===== config.mk =====
export PLATFORM = sky130hd
export DESIGN_NAME = dispense_sequencer
export DESIGN_NICKNAME = d
export VERILOG_FILES = /design/src/rtl/dispense_pkg.sv /design/src/rtl/step_pulse_gen.sv /design/src/rtl/dispense_sequencer.sv
export SDC_FILE = /design/constraint.sdc
export NUM_CORES = 1
export LEC_CHECK = 0
export ABC_AREA = 1
export BUFFER_PORTS_ARGS = -buffer_cell sky130_fd_sc_hd__buf_2
export CELL_PAD_IN_SITES_DETAIL_PLACEMENT = 0
export CELL_PAD_IN_SITES_GLOBAL_PLACEMENT = 1
export CORE_MARGIN = 8
export CORE_UTILIZATION = 44
export DETAILED_ROUTE_END_ITERATION = 16
export HOLD_SLACK_MARGIN = 0.08
export PLACE_DENSITY_LB_ADDON = 0.1
export SYNTH_ARGS = -nofsm -noshare
export SYNTH_HDL_FRONTEND = slang
export SYNTH_SLANG_ARGS = --single-unit
export TNS_END_PERCENT = 10

===== constraint.sdc =====
create_clock -name clk_x1 -period 2 [get_ports clk_x1]
set_input_delay 0.4 -clock clk_x1 [delete_from_list [all_inputs] [get_ports clk_x1]]
set_output_delay 0.4 -clock clk_x1 [all_outputs]
set_load 0.02 [all_outputs]

===== src/rtl/dispense_pkg.sv =====
// Shared types and constants for the candy-dispense sequencer.
package dispense_pkg;

  typedef enum logic [2:0] {
    S_IDLE,
    S_MOTOR,
    S_STEP,
    S_SETTLE,
    S_DONE
  } state_t;

  localparam logic [1:0] BIN_INVALID = 2'd3;
  localparam int UNITS_W = 3;

  function automatic logic [2:0] bin_onehot(input logic [1:0] bin);
    return 3'b001 << bin;
  endfunction

endpackage


===== src/rtl/step_pulse_gen.sv =====
// Stepper pulse train: `pulses` periods of half_cyc high then half_cyc low,
// starting the cycle after `start`; `finished` is high during the last low cycle.
module step_pulse_gen #(
  parameter int HALF_W = 13,
  parameter int CNT_W  = 8
) (
  input  logic              clk,
  input  logic              rstn,
  input  logic              start,
  input  logic [HALF_W-1:0] half_cyc,
  input  logic [CNT_W-1:0]  pulses,
  output logic              stepper_step,
  output logic              finished
);

  logic              active;
  logic [HALF_W-1:0] hcnt;
  logic [CNT_W-1:0]  pcnt;

  assign finished = active && !stepper_step && (hcnt == '0) && (pcnt == '0);

  always_ff @(posedge clk) begin
    if (!rstn) begin
      active       <= 1'b0;
      stepper_step <= 1'b0;
      hcnt         <= '0;
      pcnt         <= '0;
    end else if (start) begin
      active       <= 1'b1;
      stepper_step <= 1'b1;
      hcnt         <= half_cyc - HALF_W'(1);
      pcnt         <= pulses - CNT_W'(1);
    end else if (active) begin
      if (hcnt != '0) begin
        hcnt <= hcnt - HALF_W'(1);
      end else if (stepper_step) begin
        stepper_step <= 1'b0;
        hcnt         <= half_cyc - HALF_W'(1);
      end else if (pcnt == '0) begin
        active <= 1'b0;
      end else begin
        // pcnt counts pulses still to come after the current one
        stepper_step <= 1'b1;
        hcnt         <= half_cyc - HALF_W'(1);
        pcnt         <= pcnt - CNT_W'(1);
      end
    end
  end

endmodule


===== src/rtl/dispense_sequencer.sv =====
// Runs one dispense: per unit, DC bin motor, stepper feed, settle gap; reports busy/done/err.
// Optional DISPENSE_ABORT_EN adds an `abort` input that cancels a running transaction.
module dispense_sequencer
  import dispense_pkg::*;
#(
  parameter int unsigned MOTOR_ON_CYC   = 1_200_000,
  parameter int unsigned STEP_HALF_CYC  = 6000,
  parameter int unsigned STEPS_PER_UNIT = 200,
  parameter int unsigned SETTLE_CYC     = 120_000
) (
  input  logic       clk_x1,
  input  logic       rstn,
  input  logic       candyflag,
  input  logic [1:0] bin_sel,
  input  logic [1:0] stateamount,
`ifdef DISPENSE_ABORT_EN
  input  logic       abort,
`endif
  output logic       busy,
  output logic       done,
  output logic       err,
  output logic       stepper_step,
  output logic       stepper_dir,
  output logic [2:0] dcmotor
);

  localparam int unsigned MAX_A   = (MOTOR_ON_CYC > SETTLE_CYC) ? MOTOR_ON_CYC : SETTLE_CYC;
  localparam int unsigned MAX_CYC = (MAX_A > STEP_HALF_CYC) ? MAX_A : STEP_HALF_CYC;
  localparam int TMR_W  = ($clog2(MAX_CYC) > 0) ? $clog2(MAX_CYC) : 1;
  localparam int HALF_W = $clog2(STEP_HALF_CYC + 1);
  localparam int CNT_W  = $clog2(STEPS_PER_UNIT + 1);
  localparam logic [TMR_W-1:0] MOTOR_LOAD  = TMR_W'(MOTOR_ON_CYC - 1);
  localparam logic [TMR_W-1:0] SETTLE_LOAD = TMR_W'(SETTLE_CYC - 1);

  logic               sync1, sync2, prev;
  logic [1:0]         fill;
  logic               req;
  state_t             state;
  logic [TMR_W-1:0]   tmr;
  logic [UNITS_W-1:0] units;
  logic [1:0]         bin;
  logic               step_start, step_done, gen_rstn;

  // prev is held high until the synchronizer carries real samples, so a flag
  // already high at reset release is not seen as a new request
  always_ff @(posedge clk_x1) begin
    if (!rstn) begin
      sync1 <= 1'b0;
      sync2 <= 1'b0;
      prev  <= 1'b1;
      fill  <= 2'b00;
    end else begin
      sync1 <= candyflag;
      sync2 <= sync1;
      fill  <= {fill[0], 1'b1};
      prev  <= fill[1] ? sync2 : 1'b1;
    end
  end

  assign req        = sync2 && !prev;
  assign step_start = (state == S_MOTOR) && (tmr == '0);

`ifdef DISPENSE_ABORT_EN
  logic abort_hit;
  assign abort_hit = abort && (state != S_IDLE);
  assign gen_rstn  = rstn && !abort_hit;
`else
  assign gen_rstn  = rstn;
`endif

  always_ff @(posedge clk_x1) begin
    if (!rstn) begin
      state       <= S_IDLE;
      tmr         <= '0;
      units       <= '0;
      bin         <= '0;
      busy        <= 1'b0;
      done        <= 1'b0;
      err         <= 1'b0;
      stepper_dir <= 1'b0;
      dcmotor     <= '0;
    end else begin
      done <= 1'b0;
      err  <= 1'b0;
`ifdef DISPENSE_ABORT_EN
      if (abort_hit) begin
        state       <= S_IDLE;
        tmr         <= '0;
        units       <= '0;
        busy        <= 1'b0;
        stepper_dir <= 1'b0;
        dcmotor     <= '0;
        err         <= 1'b1;
      end else begin
`else
      begin
`endif
        if (req && state != S_IDLE) err <= 1'b1;
        case (state)
          S_IDLE: begin
            if (req) begin
              if (bin_sel == BIN_INVALID) begin
                err <= 1'b1;
              end else begin
                bin     <= bin_sel;
                units   <= UNITS_W'(stateamount) + UNITS_W'(1);
                busy    <= 1'b1;
                dcmotor <= bin_onehot(bin_sel);
                tmr     <= MOTOR_LOAD;
                state   <= S_MOTOR;
              end
            end
          end
          S_MOTOR: begin
            if (tmr == '0) begin
              dcmotor     <= '0;
              stepper_dir <= 1'b1;
              state       <= S_STEP;
            end else begin
              tmr <= tmr - TMR_W'(1);
            end
          end
          S_STEP: begin
            if (step_done) begin
              stepper_dir <= 1'b0;
              tmr         <= SETTLE_LOAD;
              state       <= S_SETTLE;
            end
          end
          S_SETTLE: begin
            if (tmr != '0) begin
              tmr <= tmr - TMR_W'(1);
            end else begin
              units <= units - UNITS_W'(1);
              if (units == UNITS_W'(1)) begin
                done  <= 1'b1;
                state <= S_DONE;
              end else begin
                dcmotor <= bin_onehot(bin);
                tmr     <= MOTOR_LOAD;
                state   <= S_MOTOR;
              end
            end
          end
          S_DONE: begin
            busy  <= 1'b0;
            state <= S_IDLE;
          end
          default: state <= S_IDLE;
        endcase
      end
    end
  end

  step_pulse_gen #(
    .HALF_W (HALF_W),
    .CNT_W  (CNT_W)
  ) u_step (
    .clk          (clk_x1),
    .rstn         (gen_rstn),
    .start        (step_start),
    .half_cyc     (HALF_W'(STEP_HALF_CYC)),
    .pulses       (CNT_W'(STEPS_PER_UNIT)),
    .stepper_step (stepper_step),
    .finished     (step_done)
  );

endmodule


==> run_results.csv <==
group,metric,value,unit
outcome,status,"completed",
clock_network,cts_sinks,64,
drt,drtIter0Drc,205,
setup_path,critPathLaunchType,"flip-flop",
clock_network,clk_pin_slew,80,ps
synth,syn_area_per_cell,6.53,um2
drt,wire_per_inst,13.3,um
grt,grt_pass1_vias,3622,
synth,synth-seq-cells,64,
floorplan,die_area,12100,um2
power_and_ir_drop,total_power,7.97,mW
timing,period_minus_slack,1810,ps
final_layout,n_antenna_cell,0,
drt,dr.pass1.iters,4,
power_and_ir_drop,p_leak,2.34,nW
synth,synth.distinct_cells,38,
timing,hold_slack,222,ps
timing,hold_viol_final,0,
grt,grt_pass1_wl,17.0,mm
floorplan,die-width,110,um
setup_path,critPathKind,"reg2reg",
power_and_ir_drop,power.density,1680,nW/um2
clock_network,cts_tree,"done",
timing,skew,7.27,ps
floorplan,core_area,8680,um2
drt,antenna_left,0,
final_layout,final_common_cell,"nand2_1",
setup_path,end_kind,"flip-flop",
setup_path,slowest_stage,"dfxtp_1",
drt,routed_wl,10.4,mm
synth,yosysWarnings,0,
placed_design,placed_area,4430,um2
grt,grt-ovfl-total,0,
final_layout,fillers,899,
placed_design,finalWeightedCongestion,0.874,
timing,fmax,0.551,GHz
timing,slew_headroom,0.716,
synth,synth_area,3900,um2
clock_network,insertion_delay,350,ps
placed_design,place_hpwl,7.62,mm
placed_design,io_buffers,14,
drt,viasPerCell,5.00,
final_layout,final_area,4750,um2
floorplan,start_util,0.449,
timing,timing.final.max_slew_violations,0,
setup_path,cpPeakStageDelay,320,ps
setup_path,cp_cell_sequence,"inv_1 > ha_1 > nand3_1 > buf_4 > inv_1 > nand3_2 > nor2_8 > nor2_2 > nand3_2 > buf_12 > nand2_1 > nand2_1 > nor2_1",
floorplan,ios,15,
drt,vias,3893,
floorplan,num_rows,34,
clock_network,h-tree-depth,3,
grt,grt_max_degree,24,
timing,fin_setup_tns,0,ps
clock_network,cts_made_buffers,9,
setup_path,crit_arrival,2050,ps
setup_path,crit_required,2240,ps
timing,finalSetupViolations,0,
final_layout,num-nets-final,681,
floorplan,fp.dieH,110,um
final_layout,final_cell_mix,"nand2_1 (144), nor2_1 (89), dfxtp_1 (64), inv_1 (60), buf_4 (53)",
setup_path,critPathBufInv,4,
clock_network,cts.path.max_buffers,2,
timing,fin_crit_sh,0.907,
timing,grt_setup_unrepaired,"no",
grt,antenna_found_initial,0,
clock_network,cts_root_buf,"clkbuf_8",
grt,grt_usage,0.177,
setup_path,crit_family,"simple AND/OR/NAND/NOR gates",
final_layout,area_growth,21.7,%
drt,drcViolationCount,0,
flow_run,drv_cap,0,
synth,synth_seq_area_share,0.329,
final_layout,drive_above_1_share,0.207,
placed_design,dpl.cell_count,759,
hold_path,min_path_type,"in2reg",
clock_network,hold_buffers,0,
setup_path,worstPathMaxFanout,21,
synth,syn_inst,597,
power_and_ir_drop,ir_worst_vdd,0.923,mV
final_layout,fin_cells,778,
synth,synth_nets,613,
timing,worst_pin_slew,424,ps
[worst reg2reg max path: cells and delay by family (launching register included)]
kind	cells	cell delay, ps
and+or+nand+nor	8	710
DFF	1	320
buffers and inverters	4	490
adders and majority gates	1	180
[final timing paths]
check,slack [ps],cells after the start,from,end
min,220,3,candyflag,sync1
min reg2reg,390,1,fill[1],prev
max,190,13,tmr[1],tmr[11]
max reg2reg,190,13,tmr[1],tmr[11]
[power by group]
group          switching, mW  internal (mW)
registers              0.245           1.53
logic                   3.00           1.80
clock network          0.568          0.830
total                   3.81           4.15
[metrics by stage]
stage                util  worst slack (ps)
finish              0.547               186
global route        0.547              9.89
CTS                 0.539              40.4
detailed placement  0.511              -220
global placement    0.511              -104
floorplan               -               389
[layout make-up]
cell class / instances / area [um2] / area share
Inverter: 68 / 258 / 0.0543
Tap cell: 108 / 135 / 0.0285
Timing Repair Buffer: 70 / 528 / 0.111
Clock buffer: 9 / 124 / 0.0261
Sequential cell: 64 / 1280 / 0.270
Multi-Input combinational cell: 452 / 2300 / 0.485
Clock inverter: 7 / 119 / 0.0250
[flip-flops by register name, summed over array words and instances, names as in the netlist, 2 cells and up]
register     flops
bin              2
dcmotor          3
fill             2
state            3
tmr             21
u_step.hcnt     13
u_step.pcnt      8
units            3
[cells by family after synthesis]
family	synth area share
AO/OA/AOI/OAI	0.123
buffers and inverters	0.0892
flip-flops	0.329
multiplexers	0.00257
XOR/XNOR	0.0315
adder cells (fa/ha/maj)	0.0289
AND/OR/NAND/NOR	0.396
[synth_stat cells (all sizes together)]
library cell  count  share of area
buf               9          0.018
clkinv            1        0.00096
nand2           160           0.17
nand3            40          0.057
nor2            106           0.12
xor2              5          0.011
ha                9          0.029
or2               1         0.0016
nor4              1         0.0016
o21ai            38          0.049
o21a              1         0.0019
dfxtp            64           0.33
and3              3         0.0048
nor3b             1         0.0019
mux2i             1         0.0026
inv              67          0.065
clkbuf            5         0.0048
a21oi            45          0.065
a31oi             3         0.0048
nand3b            3         0.0058
nor3             11          0.014
nand4            13          0.021
xnor2             9          0.020
o21bai            1         0.0019
[routing by layer]
| layer | wire, um | GRT usage | up-vias | share of wire |
|---|---|---|---|---|
| met5 | 0 | 0 | - | 0 |
| met4 | 101 | 0.0495 | 0 | 0.0097 |
| met3 | 374 | 0.0355 | 11 | 0.036 |
| met2 | 4990 | 0.307 | 52 | 0.48 |
| met1 | 4920 | 0.217 | 1769 | 0.47 |
| li1 | - | - | 2061 | - |
[repair_timing]
| action | CTS | global route |
|---|---|---|
| endpoints found under the hold margin | 0 | 0 |
| gates cloned | 0 | 1 |
| pin swaps | 0 | 2 |
| setup buffers | 0 | 2 |
| endpoints found under the setup margin | 19 | 23 |
| resized for setup | 1 | 6 |
(Power assumes the default switching activity.)
